<file path="src/rtl/nibble_serial_addsub.sv">
// -----------------------------------------------------------------------------
// nibble_serial_addsub
//   Multi-cycle WIDTH-bit adder/subtractor built around a single 4-bit adder.
//   One nibble is processed per clock, least-significant nibble first. The carry
//   between nibbles is held in a register, so the longest combinational path is
//   one 4-bit add. Subtraction is done as A + ~B + 1.
//
// Ports
//   clk    : clock, rising edge
//   rst    : synchronous active-high reset
//   start  : operation request, accepted only while idle
//   sub    : 0 = a+b, 1 = a-b (captured with start)
//   a, b   : operands (captured with start)
//   busy   : high while an operation is in flight (RUN or DONE)
//   done   : one-cycle pulse, sum/co/ovf refreshed in this cycle
//   sum    : registered result, holds until the next done
//   co     : carry out of the MSB (for sub: 1 = no borrow)
//   ovf    : two's-complement overflow
// -----------------------------------------------------------------------------

// Plain 4-bit ripple adder; the only adder in the datapath.
module adder_4bits (
    input  logic [3:0] a_i,
    input  logic [3:0] b_i,
    input  logic       ci_i,
    output logic [3:0] s_o,
    output logic       co_o
);
    assign {co_o, s_o} = 5'(a_i) + 5'(b_i) + 5'(ci_i);
endmodule

module nibble_serial_addsub #(
    parameter int WIDTH = 16
) (
    input  logic             clk,
    input  logic             rst,
    input  logic             start,
    input  logic             sub,
    input  logic [WIDTH-1:0] a,
    input  logic [WIDTH-1:0] b,
    output logic             busy,
    output logic             done,
    output logic [WIDTH-1:0] sum,
    output logic             co,
    output logic             ovf
);
    localparam int NIB  = WIDTH / 4;
    localparam int IDXW = (NIB > 1) ? $clog2(NIB) : 1;

    typedef enum logic [1:0] {ST_IDLE, ST_RUN, ST_DONE} state_t;

    state_t            state_q;
    logic [WIDTH-1:0]  op_a_q;
    logic [WIDTH-1:0]  op_b_q;     // already inverted for subtraction
    logic [WIDTH-1:0]  acc_q;
    logic [WIDTH-1:0]  acc_d;
    logic              carry_q;
    logic [IDXW-1:0]   idx_q;
    logic              done_q;
    logic [WIDTH-1:0]  sum_q;
    logic              co_q;
    logic              ovf_q;

    logic [3:0]        nib_a [NIB];
    logic [3:0]        nib_b [NIB];
    logic [3:0]        add_s;
    logic              add_co;
    logic              ovf_d;

    // Split captured operands into nibbles and build the accumulator update:
    // only the nibble selected by idx_q takes the fresh adder result.
    genvar gi;
    generate
        for (gi = 0; gi < NIB; gi++) begin : g_nib
            assign nib_a[gi] = op_a_q[4*gi +: 4];
            assign nib_b[gi] = op_b_q[4*gi +: 4];
            assign acc_d[4*gi +: 4] = (idx_q == IDXW'(gi)) ? add_s : acc_q[4*gi +: 4];
        end
    endgenerate

    adder_4bits u_adder (
        .a_i  (nib_a[idx_q]),
        .b_i  (nib_b[idx_q]),
        .ci_i (carry_q),
        .s_o  (add_s),
        .co_o (add_co)
    );

    // Uses the inverted B, so the same rule covers add and subtract.
    assign ovf_d = (op_a_q[WIDTH-1] == op_b_q[WIDTH-1]) &
                   (acc_d[WIDTH-1] != op_a_q[WIDTH-1]);

    always_ff @(posedge clk) begin
        if (rst) begin
            state_q <= ST_IDLE;
            op_a_q  <= '0;
            op_b_q  <= '0;
            acc_q   <= '0;
            carry_q <= 1'b0;
            idx_q   <= '0;
            done_q  <= 1'b0;
            sum_q   <= '0;
            co_q    <= 1'b0;
            ovf_q   <= 1'b0;
        end else begin
            case (state_q)
                ST_IDLE: begin
                    done_q <= 1'b0;
                    if (start) begin
                        op_a_q  <= a;
                        op_b_q  <= sub ? ~b : b;
                        carry_q <= sub;
                        acc_q   <= '0;
                        idx_q   <= '0;
                        state_q <= ST_RUN;
                    end
                end
                ST_RUN: begin
                    acc_q   <= acc_d;
                    carry_q <= add_co;
                    idx_q   <= idx_q + 1'b1;
                    if (idx_q == IDXW'(NIB - 1)) begin
                        // Results become visible only once the last nibble is in.
                        state_q <= ST_DONE;
                        done_q  <= 1'b1;
                        sum_q   <= acc_d;
                        co_q    <= add_co;
                        ovf_q   <= ovf_d;
                    end
                end
                ST_DONE: begin
                    done_q  <= 1'b0;
                    state_q <= ST_IDLE;
                end
                default: begin
                    done_q  <= 1'b0;
                    state_q <= ST_IDLE;
                end
            endcase
        end
    end

    assign busy = (state_q != ST_IDLE);
    assign done = done_q;
    assign sum  = sum_q;
    assign co   = co_q;
    assign ovf  = ovf_q;

endmodule
</file>
<file path="config.mk">
export PLATFORM = sky130hd
export DESIGN_NAME = nibble_serial_addsub
export DESIGN_NICKNAME = d
export VERILOG_FILES = /design/src/rtl/nibble_serial_addsub.sv
export SDC_FILE = /design/constraint.sdc
export NUM_CORES = 1
export LEC_CHECK = 0
export BUFFER_PORTS_ARGS = -buffer_cell sky130_fd_sc_hd__buf_2
export CAP_MARGIN = 15
export CORE_MARGIN = 5
export CORE_UTILIZATION = 55
export DETAILED_ROUTE_END_ITERATION = 6
export PLACE_DENSITY_LB_ADDON = 0.12
export SYNTH_ARGS = -nofsm -noshare
export SYNTH_HDL_FRONTEND = slang
export SYNTH_SLANG_ARGS = --single-unit
export TNS_END_PERCENT = 30
</file>
<file path="constraint.sdc">
create_clock -name clk -period 3.7 [get_ports clk]
set_input_delay 0.555 -clock clk [delete_from_list [all_inputs] [get_ports clk]]
set_output_delay 0.555 -clock clk [all_outputs]
set_load 0.03 [all_outputs]
</file>
After elaboration in Yosys (flattened, before gate mapping)
Cells that the tools add are included.
{"block": "word_totals", "ff_bits": 72, "input_bits": 36}
{"block": "op_classes", "reduce_logical": 9, "bitwise": 4, "n_addsub": 3, "n_lt_le_gt_ge": 1, "n_eq_ne": 8, "n_mux": 20}
{"cell": "$mux 16", "count": 2}
{"cell": "$mux 4", "count": 8}
{"cell": "$pmux 16 s2", "count": 1}
{"cell": "$bmux 4 s2", "count": 2}
{"cell": "$not 16->16", "count": 1}
{"cell": "$pmux 2 s2", "count": 2}
{"cell": "$reduce_and 2->1", "count": 4}
{"cell": "$mux 2", "count": 3}
{"cell": "$add 4x4->5", "count": 1}
{"cell": "$add 5x1->5", "count": 1}
{"cell": "$eq 2x1->1 const B", "count": 2}
{"cell": "$eq 2x2->1 const B", "count": 2}
{"cell": "$logic_not 2->1", "count": 2}
{"cell": "$ne 2x2->1 const B", "count": 2}
{"cell": "$reduce_bool 2->1", "count": 2}
{"cell": "$ge 3x3->1 const B", "count": 1}
{"cell": "$not 2->3", "count": 1}
{"cell": "$add 2x1->2 const B", "count": 1}
{"cell": "$pmux 1 s2", "count": 1}
{"cell": "$reduce_or 2->1", "count": 1}
{"cell": "$and 1x1->1", "count": 1}
{"cell": "$eq 1x1->1", "count": 1}
{"cell": "$mux 1", "count": 1}
{"cell": "$ne 1x1->1", "count": 1}
{"cell": "$not 1->1", "count": 1}

Logic depth before layout (Yosys ltp)
{"block": "depth", "word_depth": 9, "depth_mapped": 8, "ltp_nobuf": 7}

Cells and area by module
Synthesis repeated with hierarchy kept, for this count alone.
{"block": "hier_totals", "hier_cells": 319, "area_unflattened_um2": 3176.8}
{"mod": "nibble_serial_addsub", "n_inst": 1, "cells_each": 303, "seq_area_each_um2": 1361.3, "area_per_inst_um2": 3032.9}
{"mod": "adder_4bits", "n_inst": 1, "cells_each": 16, "seq_area_each_um2": 0.0, "area_per_inst_um2": 143.9}

Least setup slack after synthesis
No wires, ideal clock.
{"block": "synth_timing", "kind": "register -> register", "from": "register idx_q[0]", "to": "register acc_q[2]", "path_slack_ps": 992, "period_less_slack_ps": 2708, "n_path_buf": 1, "path_stages_with_launch": 8, "setup_time_ps": 117, "arrival_time_ps": 2591, "path_cell_list": "dfxtp_1 > buf_2 > mux4_2 > fa_1 > fa_1 > xnor2_1 > nor2_1 > a22o_1"}
{"block": "synth_between", "elab_chain_cells": 8, "word_cells_on_any_way": 12, "classes_between": "add/sub (2); mux (8); bitwise (1); reduce/logical (1)"}
{"item": "start, declared", "line_no": "58", "rtl": "logic [IDXW-1:0] idx_q;"}
{"item": "start signal, assigned", "line_no": "121", "rtl": "idx_q <= idx_q + 1'b1;"}
{"item": "$not 2->3 (implied by the code)", "line_no": "82, 83"}
{"item": "$bmux 4 s2 (on tied branches)", "line_no": "82, 83"}
{"item": "$mux 4 (on tied branches) (2 in a row)", "line_no": "82, 83"}
{"item": "$add 4x4->5", "line_no": "29", "rtl": "assign {co_o, s_o} = 5'(a_i) + 5'(b_i) + 5'(ci_i);"}
{"item": "$add 5x1->5", "line_no": "29"}
{"item": "$mux 4 (*)", "line_no": "77", "rtl": "assign acc_d[4*gi +: 4] = (idx_q == IDXW'(gi)) ? add_s : acc_q[4*gi +: 4];"}
{"item": "$pmux 16 s2 (*)", "line_no": "106", "rtl": "case (state_q)"}
{"item": "end signal, assigned", "line_no": "98", "rtl": "acc_q <= '0;"}
{"item": "end signal, assigned", "line_no": "113", "rtl": "acc_q <= '0;"}
{"item": "end signal, assigned", "line_no": "119", "rtl": "acc_q <= acc_d;"}
{"item": "end, declared", "line_no": "55", "rtl": "logic [WIDTH-1:0] acc_q;"}
Every way passes the cells marked *; elsewhere a longest branch is shown, timed or not. The select of a mux whose other input is x is not followed.
A chain may end at the register's enable or synchronous reset.

Final worst setup path
{"block": "layout_timing", "from": "register idx_q[0]", "to": "register acc_q[6]"}
The elaborated chain is that of the path after synthesis.

==> results.toml <==
[run_status]
run_status = "complete, no violations"

[placement]
placed_area_sq_um = 3300
place_congestion = 0.779
hpwlAfterDp_um = 4520
portBuffers = 55
dpl_worst_slack_ns = 0.828

[route]
initialDrtViolationCount = 88
drtPass1Iterations = 4
via_per_inst = 5.43
routed_wl_um = 6330
num_vias = 2377
wl_per_cell_um = 14.4
postRouteAntennaNets = 0
drc = 0

[setup_path]
crit_path_end_kind = "register"
critPathKind = "register to register"
timing.rr.end = "acc_q[6]$_SDFFE_PP0P_"
worstPathArrival_ns = 3.11
startpoint = "idx_q[0]$_SDFFE_PP0P_"
crit_top_cell = "fa_1"
timing.reg2reg.setup_slack_ns = 0.82
reg2reg_depth = 6
start_kind = "register"
crit_slowest_cell = "mux4_2"
regToRegStartpoint = "idx_q[0]$_SDFFE_PP0P_"
crit_path_max_incr_delay_ns = 0.59
required_ns = 3.92
worstPathCellList = "mux4_2 -> fa_1 -> fa_1 -> xnor2_1 -> nor2_1 -> a22o_1"
cp_max_fo = 9

[final_layout]
postLayoutCellArea_sq_um = 3460
synthToLayoutAreaGrowth_pct = 15.2
drive_above_1_share_pct = 22.6
nets = 408
diodes = 0

[sta]
clock.fmax_mhz = 347
clock_skew_ns = 0.00665
rsz0062_at_grt = "no"
relSlewSlack_pct = 38.2
finalSetupTns_ns = 0
fin_crit_sh_pct = 77.9
hold_viol = 0
whs_ns = 0.447
finalSetupViolCount = 0
period_needed_ns = 2.88
report.final.slew_viol_count = 0
tightest_slew_ns = 0.927
layout_setup_ws_ns = 0.817

[clock_tree]
cts_sinks = 68
clkLatencyLatePin_ns = 0.33
post_cts_resized = 0
ctsHoldBuffers = 0
clkTransAtPathRegs_ns = 0.06
cts_tree = "done"
cts_setup_buffers = 0
numCtsBuffers = 9
ctsLongestPathBuffers = 2
cts-htree-levels = 3
root_buffer = "clkbuf_8"

[die]
rows = 26
die_h_um = 83.9
die_w_um = 83.9
core_sq_um = 5200
initial_core_util_pct = 57.7
dieArea_sq_um = 7040
io_pins = 56

[yosys]
synth.most_common_cell = "dfxtp_1"
synth_top_area_share_pct = 45.4
syn_nets = 362
async_flop_share_pct = 0
synth_cells = 317
synth_ff_type = "dfxtp_1"
ys_types = 36
yosys-top-cells-area = "dfxtp_1 (45%), mux4_2 (6.0%), nand2_1 (6.0%), a211oi_1 (5.8%), xnor2_1 (5.0%)"
syn_area_per_cell_sq_um = 9.47
yosys_warnings = 0
ys_seq_elements = 68
synth_top_area_cell = "dfxtp_1"
synth_enable_flop_cells = 0
yosysSeqAreaShare_pct = 45.4
synthTopCellsByCount = "dfxtp_1 (68), nand2_1 (48), nor2_1 (34), a21oi_1 (26), a211oi_1 (23)"
syn_area_sq_um = 3000

[pwr]
pwr_density_cell_nw_per_um2 = 442
vdd_drop_max_mv = 0.253
power_mw = 1.53
p_leak_nw = 1.36

[grt]
antenna_found_initial = 0
grt_pass1_vias = 2304
grt_max_degree = 49
grt_pass1_wl_um = 10800
gr-total-overflow = 0
track_usage_pct = 19.0

[hold_path]
hold_end = "sum[6]$_SDFFE_PP0P_"
holdPathStages = 2
worstHoldStart = "sum[6]$_SDFFE_PP0P_"
hold_class = "register to register"

[run]
maxCapViolations = 0
[cells by family (layout without fill, tap and decap cells)]
kind of cell | Yosys count | after routing | share of synthesized area, %
AO/OA/AOI/OAI | 78 | 78 | 18.2
multiplexers | 15 | 15 | 8.34
AND/OR/NAND/NOR | 102 | 102 | 15.0
buffers and inverters | 28 | 79 | 3.83
flip-flops | 68 | 68 | 45.4
adder cells (fa/ha/maj) | 9 | 9 | 4.25
XOR/XNOR | 17 | 17 | 4.96
[registers in the layout, indices dropped and copies added, names as in the netlist]
| register | flops |
|---|---|
| op_b_q | 16 |
| acc_q | 12 |
| co | 1 |
| op_a_q | 16 |
| ovf | 1 |
| sum | 16 |
| carry_q | 1 |
| state_q | 2 |
| done | 1 |
| idx_q | 2 |
[power breakdown]
group          internal [mW]  switching, mW  leakage (nW)
Sequential             0.765         0.0258         0.555
Combinational         0.0999          0.124         0.716
Clock                  0.261          0.253        0.0844
Total                   1.13          0.403          1.36
[worst max-delay path, delay by kind of cell (launching register included)]
kind | cells | cell delay [ns]
xor+xnor | 1 | 0.34
fa+ha+maj | 2 | 0.86
compound gates | 1 | 0.25
mux | 1 | 0.59
flops | 1 | 0.58
simple gates | 1 | 0.14
[final cells by class]
class                      count  area, sq um
clock buffer                  14          153
clock inverter                 2         10.0
fill                         451         1750
inverter                       5         18.8
multi-input combinational    221         1530
sequential                    68         1360
tap                           70         87.6
timing repair buffer          58          298
[worst max-delay path by stage]
stage                                  to  slack [ns]
floorplan           acc_q[2]$_SDFFE_PP0P_        0.99
global placement    acc_q[2]$_SDFFE_PP0P_        0.87
detailed placement  acc_q[6]$_SDFFE_PP0P_        0.83
CTS                 acc_q[6]$_SDFFE_PP0P_        0.81
global route        acc_q[6]$_SDFFE_PP0P_        0.63
finish              acc_q[6]$_SDFFE_PP0P_        0.82
[placed cells by master (no fill, tap or decap), types with 2 or more instances in the layout]
cell      instances
a211oi_1         23
a21oi_1          26
a22o_1            3
a311oi_1          4
a32o_1            9
buf_2            55
buf_4             3
clkbuf_1          4
clkbuf_8         10
clkinv_2          2
dfxtp_1          68
fa_1              2
ha_1              7
inv_1             5
mux2i_1           7
mux4_2            8
nand2_1          48
nand2b_1          6
nor2_1           34
o211ai_1          4
o21ai_0           4
or3b_1            3
xnor2_1          17
[routing by layer]
layer / GRT usage (%) / vias to the layer above / routed length (um) / share of wire (%)
li1: - / 1217 / - / -
met3: 4.24 / 11 / 323 / 5.1
met1: 22.6 / 1089 / 2770 / 44
met2: 33.1 / 60 / 3130 / 49
met4: 7.89 / 0 / 110 / 1.7
met5: 0 / - / 0 / 0
[per-stage QoR]
step | std cells | util (%)
final | 438 | 66.4
after global routing | 438 | 66.4
after CTS | 438 | 66.4
after detailed placement | 422 | 63.3
after global placement | 422 | 63.3
after floorplan | 317 | -
(Power assumes the default switching activity.)
